$ cat src/rtl/fifo_ptr_sync_rx_if.sv
// Bundles the write-pointer receiver signals for the read-clock domain.
// Latency: none (wiring only).
// Backpressure: none; every signal is a continuously-valid level.
interface fifo_ptr_sync_rx_if #(
    parameter int ADDRSIZE = 4
);
    logic [ADDRSIZE:0] wptr_gray;
    logic [ADDRSIZE:0] rq_wptr_gray;
    logic [ADDRSIZE:0] rq_wptr_bin;
    logic              wptr_adv;
    logic [ADDRSIZE:0] wptr_delta;
    logic              err_clr;
    logic              err_overrun;
    logic [7:0]        err_cnt;

    // Write-domain side: launches the Gray pointer and owns the error clear.
    modport master (
        output wptr_gray,
        output err_clr,
        input  rq_wptr_gray,
        input  rq_wptr_bin,
        input  wptr_adv,
        input  wptr_delta,
        input  err_overrun,
        input  err_cnt
    );

    // Receiver side: the synchroniser block itself.
    modport slave (
        input  wptr_gray,
        input  err_clr,
        output rq_wptr_gray,
        output rq_wptr_bin,
        output wptr_adv,
        output wptr_delta,
        output err_overrun,
        output err_cnt
    );
endinterface

$ cat src/rtl/fifo_ptr_sync_rx.sv
// Gray write-pointer synchroniser into rclk with binary convert, advance/delta and overrun check.
// Latency: STAGES edges to rq_wptr_gray, STAGES+1 edges to bin/adv/delta/err outputs.
// Backpressure: none; samples every rclk edge. Overrun checking exists only with FIFO_PTR_SYNC_ERR_CHECK_EN.
module fifo_ptr_sync_rx #(
    parameter int ADDRSIZE = 4,
    parameter int STAGES   = 2
) (
    input  logic                    rclk,
    input  logic                    rrst_n,
    fifo_ptr_sync_rx_if.slave       ptr_if
);

    localparam int PW = ADDRSIZE + 1;
    // An advance strictly larger than the FIFO depth is impossible in a healthy FIFO.
    localparam logic [ADDRSIZE:0] DEPTH = PW'(1) << ADDRSIZE;

    // Fewer than two flops is not a synchroniser; more than four only adds latency.
    if (STAGES < 2 || STAGES > 4) begin : g_bad_stages
        $fatal(1, "fifo_ptr_sync_rx: STAGES must be 2..4");
    end

    logic [ADDRSIZE:0] sync_q [STAGES];
    logic [ADDRSIZE:0] bin_d;
    logic [ADDRSIZE:0] delta_d;
    logic              adv_d;
    logic [ADDRSIZE:0] bin_q;
    logic [ADDRSIZE:0] delta_q;
    logic              adv_q;

    // Plain flop chain; only sync_q[0] sees the asynchronous input.
    always_ff @(posedge rclk or negedge rrst_n) begin
        if (!rrst_n) begin
            for (int i = 0; i < STAGES; i++) begin
                sync_q[i] <= '0;
            end
        end else begin
            sync_q[0] <= ptr_if.wptr_gray;
            for (int i = 1; i < STAGES; i++) begin
                sync_q[i] <= sync_q[i-1];
            end
        end
    end

    // Gray to binary: each binary bit is the XOR of all Gray bits at or above it.
    always_comb begin
        bin_d = '0;
        for (int i = 0; i <= ADDRSIZE; i++) begin
            bin_d[i] = ^(sync_q[STAGES-1] >> i);
        end
        delta_d = bin_d - bin_q;
        adv_d   = (bin_d != bin_q);
    end

    // Register the binary pointer with its per-cycle advance and modulo delta.
    always_ff @(posedge rclk or negedge rrst_n) begin
        if (!rrst_n) begin
            bin_q   <= '0;
            delta_q <= '0;
            adv_q   <= 1'b0;
        end else begin
            bin_q   <= bin_d;
            delta_q <= delta_d;
            adv_q   <= adv_d;
        end
    end

    assign ptr_if.rq_wptr_gray = sync_q[STAGES-1];
    assign ptr_if.rq_wptr_bin  = bin_q;
    assign ptr_if.wptr_delta   = delta_q;
    assign ptr_if.wptr_adv     = adv_q;

`ifdef FIFO_PTR_SYNC_ERR_CHECK_EN
    logic       overrun_d;
    logic       err_ovr_q;
    logic [7:0] err_cnt_q;

    assign overrun_d = (delta_d > DEPTH);

    // Sticky overrun flag and saturating event count; a new event beats a same-edge clear.
    always_ff @(posedge rclk or negedge rrst_n) begin
        if (!rrst_n) begin
            err_ovr_q <= 1'b0;
            err_cnt_q <= '0;
        end else if (overrun_d) begin
            err_ovr_q <= 1'b1;
            if (ptr_if.err_clr) begin
                err_cnt_q <= 8'd1;
            end else if (err_cnt_q != 8'hFF) begin
                err_cnt_q <= err_cnt_q + 8'd1;
            end
        end else if (ptr_if.err_clr) begin
            err_ovr_q <= 1'b0;
            err_cnt_q <= '0;
        end
    end

    assign ptr_if.err_overrun = err_ovr_q;
    assign ptr_if.err_cnt     = err_cnt_q;
`else
    // Error checking compiled out: outputs parked at zero, clear input ignored.
    logic              unused_err_clr;
    logic [ADDRSIZE:0] unused_depth;
    assign unused_err_clr     = ptr_if.err_clr;
    assign unused_depth       = DEPTH;
    assign ptr_if.err_overrun = 1'b0;
    assign ptr_if.err_cnt     = '0;
`endif

endmodule
$ cat src/flat_wrapper.sv
// flat-port wrapper written by rule: the top's interface ports become plain ports
module fifo_ptr_sync_rx_flat 
#(
    parameter int ADDRSIZE = 4,
    parameter int STAGES   = 2
)
  (rclk, rrst_n, ptr_if_wptr_gray, ptr_if_err_clr, ptr_if_rq_wptr_gray, ptr_if_rq_wptr_bin, ptr_if_wptr_adv, ptr_if_wptr_delta, ptr_if_err_overrun, ptr_if_err_cnt);
  fifo_ptr_sync_rx_if #(.ADDRSIZE(ADDRSIZE)) ptr_if_i ();
  input  logic rclk;
  input  logic rrst_n;
  input wire logic [$bits(ptr_if_i.wptr_gray)-1:0] ptr_if_wptr_gray;
  input wire logic [$bits(ptr_if_i.err_clr)-1:0] ptr_if_err_clr;
  output wire logic [$bits(ptr_if_i.rq_wptr_gray)-1:0] ptr_if_rq_wptr_gray;
  output wire logic [$bits(ptr_if_i.rq_wptr_bin)-1:0] ptr_if_rq_wptr_bin;
  output wire logic [$bits(ptr_if_i.wptr_adv)-1:0] ptr_if_wptr_adv;
  output wire logic [$bits(ptr_if_i.wptr_delta)-1:0] ptr_if_wptr_delta;
  output wire logic [$bits(ptr_if_i.err_overrun)-1:0] ptr_if_err_overrun;
  output wire logic [$bits(ptr_if_i.err_cnt)-1:0] ptr_if_err_cnt;
  assign ptr_if_i.wptr_gray = ptr_if_wptr_gray;
  assign ptr_if_i.err_clr = ptr_if_err_clr;
  assign ptr_if_rq_wptr_gray = ptr_if_i.rq_wptr_gray;
  assign ptr_if_rq_wptr_bin = ptr_if_i.rq_wptr_bin;
  assign ptr_if_wptr_adv = ptr_if_i.wptr_adv;
  assign ptr_if_wptr_delta = ptr_if_i.wptr_delta;
  assign ptr_if_err_overrun = ptr_if_i.err_overrun;
  assign ptr_if_err_cnt = ptr_if_i.err_cnt;
  fifo_ptr_sync_rx #(.ADDRSIZE(ADDRSIZE), .STAGES(STAGES)) u_core (.rclk(rclk), .rrst_n(rrst_n), .ptr_if(ptr_if_i));
endmodule
$ cat config.mk
export PLATFORM = sky130hd
export DESIGN_NAME = fifo_ptr_sync_rx_flat
export DESIGN_NICKNAME = d
export VERILOG_FILES = /design/src/rtl/fifo_ptr_sync_rx_if.sv /design/src/rtl/fifo_ptr_sync_rx.sv /design/src/flat_wrapper.sv
export SDC_FILE = /design/constraint.sdc
export NUM_CORES = 1
export LEC_CHECK = 0
export CAP_MARGIN = 10
export CORE_MARGIN = 3
export CORE_UTILIZATION = 25
export DETAILED_ROUTE_END_ITERATION = 8
export PLACE_DENSITY = 0.46
export SYNTH_ARGS = -nofsm -noshare
export SYNTH_HDL_FRONTEND = slang
export SYNTH_SLANG_ARGS = --single-unit
$ cat constraint.sdc
create_clock -name rclk -period 5.6 [get_ports rclk]
set_clock_uncertainty 0.05 [all_clocks]
set_input_delay 1.12 -clock rclk [delete_from_list [all_inputs] [get_ports rclk]]
set_output_delay 1.12 -clock rclk [all_outputs]
set_load 0.02 [all_outputs]
Word level (Yosys, flattened, before mapping)
Index checks and enable logic that the tools add are counted.
{"block": "totals", "reg_bits": 21, "input_bits": 8, "out_inout_bits": 25, "wordCells": 12}
{"block": "op_classes", "add_sub_neg": 1, "n_eq_ne": 1, "n_reduce_logical": 5}
{"cell": "5-bit parity", "count": 5}
{"cell": "5-bit inequality test", "count": 1}
{"cell": "5-bit subtractor", "count": 1}

Depth between registers and ports, before layout
Gate-level depths: netlist (run 1).
{"block": "depth", "ltp_word": 2, "depth_mapped": 10, "ltp_nobuf": 10}

Worst setup path after synthesis (run 1)
Ideal clock, no wire load.
{"block": "synth_path", "path_kind": "register -> register", "start": "register u_core.sync_q, in the netlist u_core.ptr_if.rq_wptr_gray[4]", "end": "register u_core.delta_q[4] (netlist: u_core.ptr_if.wptr_delta[4])", "setup_ns": 0.127, "arrival_ns": 2.109, "required_ns": 5.423, "slack_ns": 3.315, "path_stages_with_launch": 11, "path_buffers": 0, "synth_period_minus_slack_ns": 2.285, "path_cell_list": "dfrtp_1 -> xor2_2 -> xor2_2 -> xnor2_2 -> xor2_1 -> ha_1 -> fa_1 -> inv_1 -> a21o_1 -> a21oi_1 -> xnor2_1"}
{"block": "synth_via", "elab_chain_len": 2, "word_cells_on_any_way": 6, "classes_between": "add/sub: 1; reduce/logical: 5"}
{"element": "start, declared", "line_no": "fifo_ptr_sync_rx.sv:22", "source": "logic [ADDRSIZE:0] sync_q [STAGES];"}
{"element": "start signal, assigned by index", "line_no": "fifo_ptr_sync_rx.sv:39", "source": "sync_q[i] <= sync_q[i-1];"}
{"element": "5-bit parity", "line_no": "fifo_ptr_sync_rx.sv:48", "source": "bin_d[i] = ^(sync_q[STAGES-1] >> i);"}
{"element": "net u_core.bin_d[3]", "line_no": "fifo_ptr_sync_rx.sv:23", "source": "logic [ADDRSIZE:0] bin_d;"}
{"element": "5-bit subtractor", "line_no": "fifo_ptr_sync_rx.sv:50", "source": "delta_d = bin_d - bin_q;"}
{"element": "net u_core.delta_d[4]", "line_no": "fifo_ptr_sync_rx.sv:24", "source": "logic [ADDRSIZE:0] delta_d;"}
{"element": "end signal, assigned", "line_no": "fifo_ptr_sync_rx.sv:62", "source": "delta_q <= delta_d;"}
{"element": "end, declared", "line_no": "fifo_ptr_sync_rx.sv:27", "source": "logic [ADDRSIZE:0] delta_q;"}
The timed path passes the listed nets, and every way through them passes these cells.

Worst setup path after layout (run 1)
{"block": "layout_path", "start": "register u_core.sync_q, in the netlist u_core.ptr_if.rq_wptr_gray[4]", "end": "output port ptr_if_rq_wptr_gray[4]"}
{"element": "end, declared", "line_no": "flat_wrapper.sv:13", "source": "output wire logic [$bits(ptr_if_i.rq_wptr_gray)-1:0] ptr_if_rq_wptr_gray;"}
No word-level cell between the ends.

==> metrics.txt, run 1 <==
Synth Register Bits=21; core region area=3178 µm²; Detailed Routing Iterations Pass 1=1; fin cells=~130; worst-path maximum fanout=4; num rows=20; status=completed; Hold Fails Final Rpt=0; post-cts gate resize count=0; CP Buf/Inv Count=1; 1st-iter DRT viols=0; H-tree depth=1; GR Layer Usage met2=10.73%; dpl cells=~120; vias per inst=around 3.4; post-DP HPWL=a little over 900 µm; Slew Viols, Final=0; RSZ-0062 raised after global routing=false; Initial Util=~27%; CP Launch Type=flip-flop; busiest grt layer=met2; initial antenna violation count=0; first-pass GRT wire length=2056 µm; ratio of cells with drive above 1 in the final layout=approximately 8.3%; Hold-fix buffers, CTS=0; Syn Area/Cell=around 14 µm²; Setup WS post-layout=3039 ps; synthesis warning total=0; critical path required time=4430 ps; CP top delay family=buffers and inverters; CTS Sinks=21; M1 GR Usage=under 10%; Syn-to-layout area delta=26.11%; Critical Path End Type=output pin; drt drc=0; routed len/inst=around 9.4 µm; Mapped Cells=64; Setup TNS=0 ps; Crit Path Class=reg2out; synthesized area=between 800 and 900 µm²; I/O Buffers=22; Slew Limit Headroom=39.70%; final worst-path cycle share=45.72%; total CTS buffers=3; CTS tree=done; die area=between 4000 and 5000 µm²; final WL=~1200 µm; CP Data Arrival Time=1390 ps; clk root buf=clkbuf_4; Clock Tree Buf Depth=2; largest net degree at the start of global routing=22; Max Fclk=about 0.4 GHz; crit-path cells=clkdlybuf4s50_1; # IOs=33; GR Overflow Total=0; Via Count=437; Final Cell Area=around 1100 µm²; fillcell total=about 330; Ant. Diodes=0; Least-Margin Pin Slew=between 900 and 1000 ps; pwr dens=roughly 380 nW/µm²; R2R Setup Slk=3150 ps; antenna-violating nets left=0; pre-CTS setup slack=between 3000 and 4000 ps; Clock Latency Late Sink=around 290 ps; Die Span Y=approximately 65 µm; max incr delay on CP=640 ps; post-layout min period=2561 ps; Die W=about 65 µm; leak pwr=0.5095 nW; Clock transition at path regs=~110 ps; post-synth cell types=14; gp weighted congestion=0.6355; Worst Hold Class=reg2reg; maxcap violations=0; Tot GR Track Use=6.479%; Setup Buffers After CTS=0; Final setup violation count=0; CP max stage cell=clkdlybuf4s50_1; vias in the first global route=approximately 480; fin nets=98; Max IR drop VDD=around 0.17 mV; Post-DP Area=approximately 1100 µm²; met3 Usage GRT=between 3 and 4%; sequential-to-total area share from yosys stat=around 60%
-- where the power goes --
| part | internal, W | total, W | switching (W) |
|---|---|---|---|
| clock | 0.0000266 | 0.0000706 | 0.0000440 |
| sequential | 0.000179 | 0.000189 | 0.0000107 |
| combinational | 0.0000771 | 0.000159 | 0.0000814 |
-- logic make-up after synthesis --
family                     count (synthesis)  synth area share, %
AOI/OAI and AO/OA                          4                2.869
xor gates and xnor gates                   9                11.62
adders and majority gates                  5                8.035
buffers and inverters                     22                15.50
DFF                                       21                60.26
other                                      1               0.4300
and+or+nand+nor                            2                1.291
-- area by class of cell --
class / instances / area [µm²] / share of cell area [%]
flip-flops and latches: 21 / 525.5 / 47.78
multi-input cells: 29 / 241.5 / 21.96
repair buffers: 22 / 220.2 / 20.02
well taps: 44 / 55.05 / 5.006
inverters: 8 / 30.03 / 2.730
clock buffers: 3 / 22.52 / 2.048
clock inverters: 1 / 5.005 / 0.4551
-- path summary, 6_finish.rpt --
path | startpoint | end | cells after the start
setup reg to reg | u_core.ptr_if.rq_wptr_gray[4] | u_core.ptr_if.wptr_delta[4] | 10
hold reg to reg | u_core.sync_q[6] | u_core.ptr_if.rq_wptr_gray[1] | 0
setup / recovery | u_core.ptr_if.rq_wptr_gray[4] | ptr_if_rq_wptr_gray[4] | 1
max in group asynchronous | rrst_n | u_core.ptr_if.rq_wptr_bin[4] | 1
hold / removal | u_core.sync_q[6] | u_core.ptr_if.rq_wptr_gray[1] | 0
min in group asynchronous | rrst_n | u_core.ptr_if.rq_wptr_bin[2] | 1
-- Yosys cell counts --
master / instances / area (µm²)
ha_1: 4 / 50.05
xor2_1: 1 / 8.760
and3_1: 1 / 6.260
nand3_1: 1 / 5.000
a21o_1: 2 / 15.01
conb_1: 1 / 3.750
fa_1: 1 / 20.02
a21oi_1: 2 / 10.01
dfrtp_1: 21 / 525.5
buf_4: 14 / 105.1
inv_1: 8 / 30.03
xnor2_2: 1 / 16.27
xnor2_1: 5 / 43.79
xor2_2: 2 / 32.53
-- worst reg2reg max path, cell delays in order, from the launching register on --
cell	delay, ps
dfrtp_1	460
xor2_2	270
xor2_2	250
xnor2_2	150
xor2_1	160
ha_1	220
fa_1	410
inv_1	80
a21o_1	110
a21oi_1	70
xnor2_1	120
-- flip-flops by register name, summed over array words and instances (netlist names) --
name                        count
u_core.ptr_if.rq_wptr_gray      5
u_core.ptr_if.wptr_adv          1
u_core.ptr_if.rq_wptr_bin       5
u_core.ptr_if.wptr_delta        5
u_core.sync_q                   5
-- cell usage in the layout, fill, tap and decap left out, drive strengths merged --
cell	netlist	routed
xor2	3	3
inv	8	8
and3	1	1
fa	1	1
clkbuf	0	3
a21oi	2	2
a21o	2	2
conb	1	9
xnor2	6	6
clkdlybuf4s50	0	22
ha	4	4
nand3	1	1
clkinv	0	1
dfrtp	21	21
-- stage by stage --
stage          hold slack [ps]  power [W]  utilization, %
2_1_floorplan            281.2  0.0002916               -
3_3_place_gp             281.5  0.0003524           33.74
3_5_place_dp             287.1  0.0003533           33.74
4_1_cts                  315.7  0.0004290           34.61
5_1_grt                  322.3  0.0004509           34.61
6_report                 310.5  0.0004186           34.61
-- routing by layer --
metal / share of wire (%) / wire (µm) / up-vias
met3: 11 / 134 / 0
met5: 0 / 0 / -
li1: - / - / 209
met1: 41 / 494 / 205
met4: 0 / 0 / 0
met2: 47 / 568 / 23
(Power assumes the default switching activity.)
==> run 2: changes to the inputs <==
==> constraint.sdc (replaced) <==
create_clock -name rclk -period 2.61 [get_ports rclk]
set_clock_uncertainty 0.05 [all_clocks]
set_input_delay 0.522 -clock rclk [delete_from_list [all_inputs] [get_ports rclk]]
set_output_delay 0.522 -clock rclk [all_outputs]
set_load 0.02 [all_outputs]
==> run 2 against run 1 <==
First-iteration DRC count unchanged. Highest routed layer unchanged. Die area unchanged. Core utilization increased by 0.94 points. Flip-flop and latch count unchanged. Worst hold slack improved by 2.8 ps. Sequential power increased by 110%.
==> metrics.txt, run 2 (same netlist as run 1, synthesis figures left out) <==
post-layout util=35.55% (+0.94 points); clk root buf=clkbuf_4; Hold Fails Final Rpt=0 (unchanged); Setup TNS=0 ps (unchanged); hold depth=0 (unchanged); final worst-path cycle share=a little over 90%; CP Data Arrival Time=2570 ps (+1180 ps); R2R Setup Slk=190 ps (-2960 ps); antenna-violating nets left=0 (unchanged); I/O Buffers=22 (unchanged); R2R depth=10 (unchanged); # IOs=33 (unchanged); Crit Path Class=reg2reg; vias per inst=3.455 (+1.2%); fillcell total=316 (-3.1%); leak pwr=0.5287 nW (+3.8%); post-layout min period=between 2000 and 2500 ps; 1st-iter DRT viols=0 (unchanged); Detailed Routing Iterations Pass 1=1 (unchanged); Clock Tree Buf Depth=2 (unchanged); Final setup violation count=0 (unchanged); commonest cells after routing, fill and taps aside=clkdlybuf4s50_1 (22), dfrtp_1 (21), conb_1 (9); dpl cells=125 (+0.81%); CTS tree=done; ratio of cells with drive above 1 in the final layout=12.50% (+4.2 points); core region area=3178 µm² (unchanged); Ant. Diodes=0 (unchanged); num rows=20 (unchanged); Worst Hold Class=reg2reg; status=completed; drt drc=0 (unchanged); Slew Viols, Final=0 (unchanged); fin cells=132 (+3.1%); routed len/inst=8.864 µm (-5.2%); Hold-fix buffers, CTS=0 (unchanged); Die W=65.06 µm (unchanged); Max IR drop VDD=0.2357 mV (+39%); worst-path maximum fanout=4 (unchanged); Syn-to-layout area delta=29.55%; Clock transition at path regs=120 ps (about the same); die area=4233 µm² (unchanged); vias in the first global route=455 (-4.8%); Clock Latency Late Sink=300 ps (about the same); initial antenna violation count=0 (unchanged); largest net degree at the start of global routing=22 (unchanged); gp weighted congestion=0.6350 (about the same); worst r2r src=u_core.ptr_if.rq_wptr_gray[4]; Via Count=456 (+4.3%); maxcap violations=0 (unchanged); pwr dens=810.9 nW/µm² (+110%); H-tree depth=1 (unchanged); critical path required time=2760 ps (-1670 ps); Tot GR Track Use=6.362% (-0.12 points); Max Fclk=between 0.4 and 0.5 GHz; Critical Path End Type=flip-flop; first-pass GRT wire length=2028 µm (-1.4%); post-DP HPWL=908.3 µm (-2.0%); final WL=1170 µm (-2.3%); Design Power=0.0009161 W (+120%); Die Span Y=65.06 µm (unchanged); capturing point of the worst reg2reg path=u_core.ptr_if.wptr_delta[4]; total CTS buffers=3 (unchanged); most common cell after layout, fill and taps aside=clkdlybuf4s50_1; GR Overflow Total=0 (unchanged); fin nets=102 (+4.1%); RSZ-0062 raised after global routing=false; CTS Sinks=21 (unchanged); CP Launch Type=flip-flop; Initial Util=27.44% (unchanged); Worst Hold End=u_core.ptr_if.rq_wptr_gray[3]; Min-Delay Startpoint=u_core.sync_q[8]
==> run 2: timing repair <==
item / CTS / global route
resized for setup: 0 / 0
buffers inserted: 0 / 3
setup endpoints to repair: 0 / 1
==> run 2: layout make-up <==
cell class / instances / area [µm²] / share of cell area [%]
sequential: 21 / 525.5 / 46.51
timing repair buffer: 26 / 250.2 / 22.15
multi-input combinational: 29 / 241.5 / 21.37
tap: 44 / 55.05 / 4.873
inverter: 8 / 30.03 / 2.658
clock buffer: 3 / 22.52 / 1.993
clock inverter: 1 / 5.005 / 0.4430
==> run 2: per-stage QoR <==
step / hold slack [ps] / setup slack [ps] / area (µm²)
final: 313.3 / 187.8 / 1130
after global routing: 320.9 / 26.44 / 1130
after CTS: 317.2 / 113.8 / 1107
after detailed placement: 289.5 / 135.2 / 1080
after global placement: 281.5 / 159.9 / 1080
after floorplan: 176.4 / 324.5 / 902.1
==> run 2: worst max-delay path, cell delays in order (launching register included) <==
cell	delay, ps
dfrtp_1	460
xor2_2	270
xor2_2	250
xnor2_2	130
xor2_1	160
ha_1	220
fa_1	410
inv_1	70
a21o_1	100
a21oi_1	70
xnor2_1	120
==> run 2: power breakdown <==
part           switching [W]  internal (W)
clock              0.0000984     0.0000571
sequential         0.0000227      0.000383
combinational       0.000177      0.000178
==> run 2: worst max path at each step <==
stage,from,end,slack (ps),cells past startpoint
after floorplan,u_core.ptr_if.rq_wptr_gray[4],u_core.ptr_if.wptr_delta[4],320,10
after global placement,u_core.ptr_if.rq_wptr_gray[4],u_core.ptr_if.wptr_delta[4],160,10
after detailed placement,u_core.ptr_if.rq_wptr_gray[4],u_core.ptr_if.wptr_delta[4],140,10
after CTS,u_core.ptr_if.rq_wptr_gray[4],u_core.ptr_if.wptr_delta[4],110,10
after global routing,u_core.ptr_if.rq_wptr_gray[4],u_core.ptr_if.wptr_delta[4],30,10
final,u_core.ptr_if.rq_wptr_gray[4],u_core.ptr_if.wptr_delta[4],190,10
==> run 2: routing by layer <==
metal / vias to the layer above / track usage [%] / part of all wire, %
met2: 23 / 9.451 / 46
li1: 216 / - / -
met1: 217 / 7.743 / 44
met3: 0 / 3.466 / 9.1
met4: 0 / 2.332 / 0
met5: - / 0 / 0
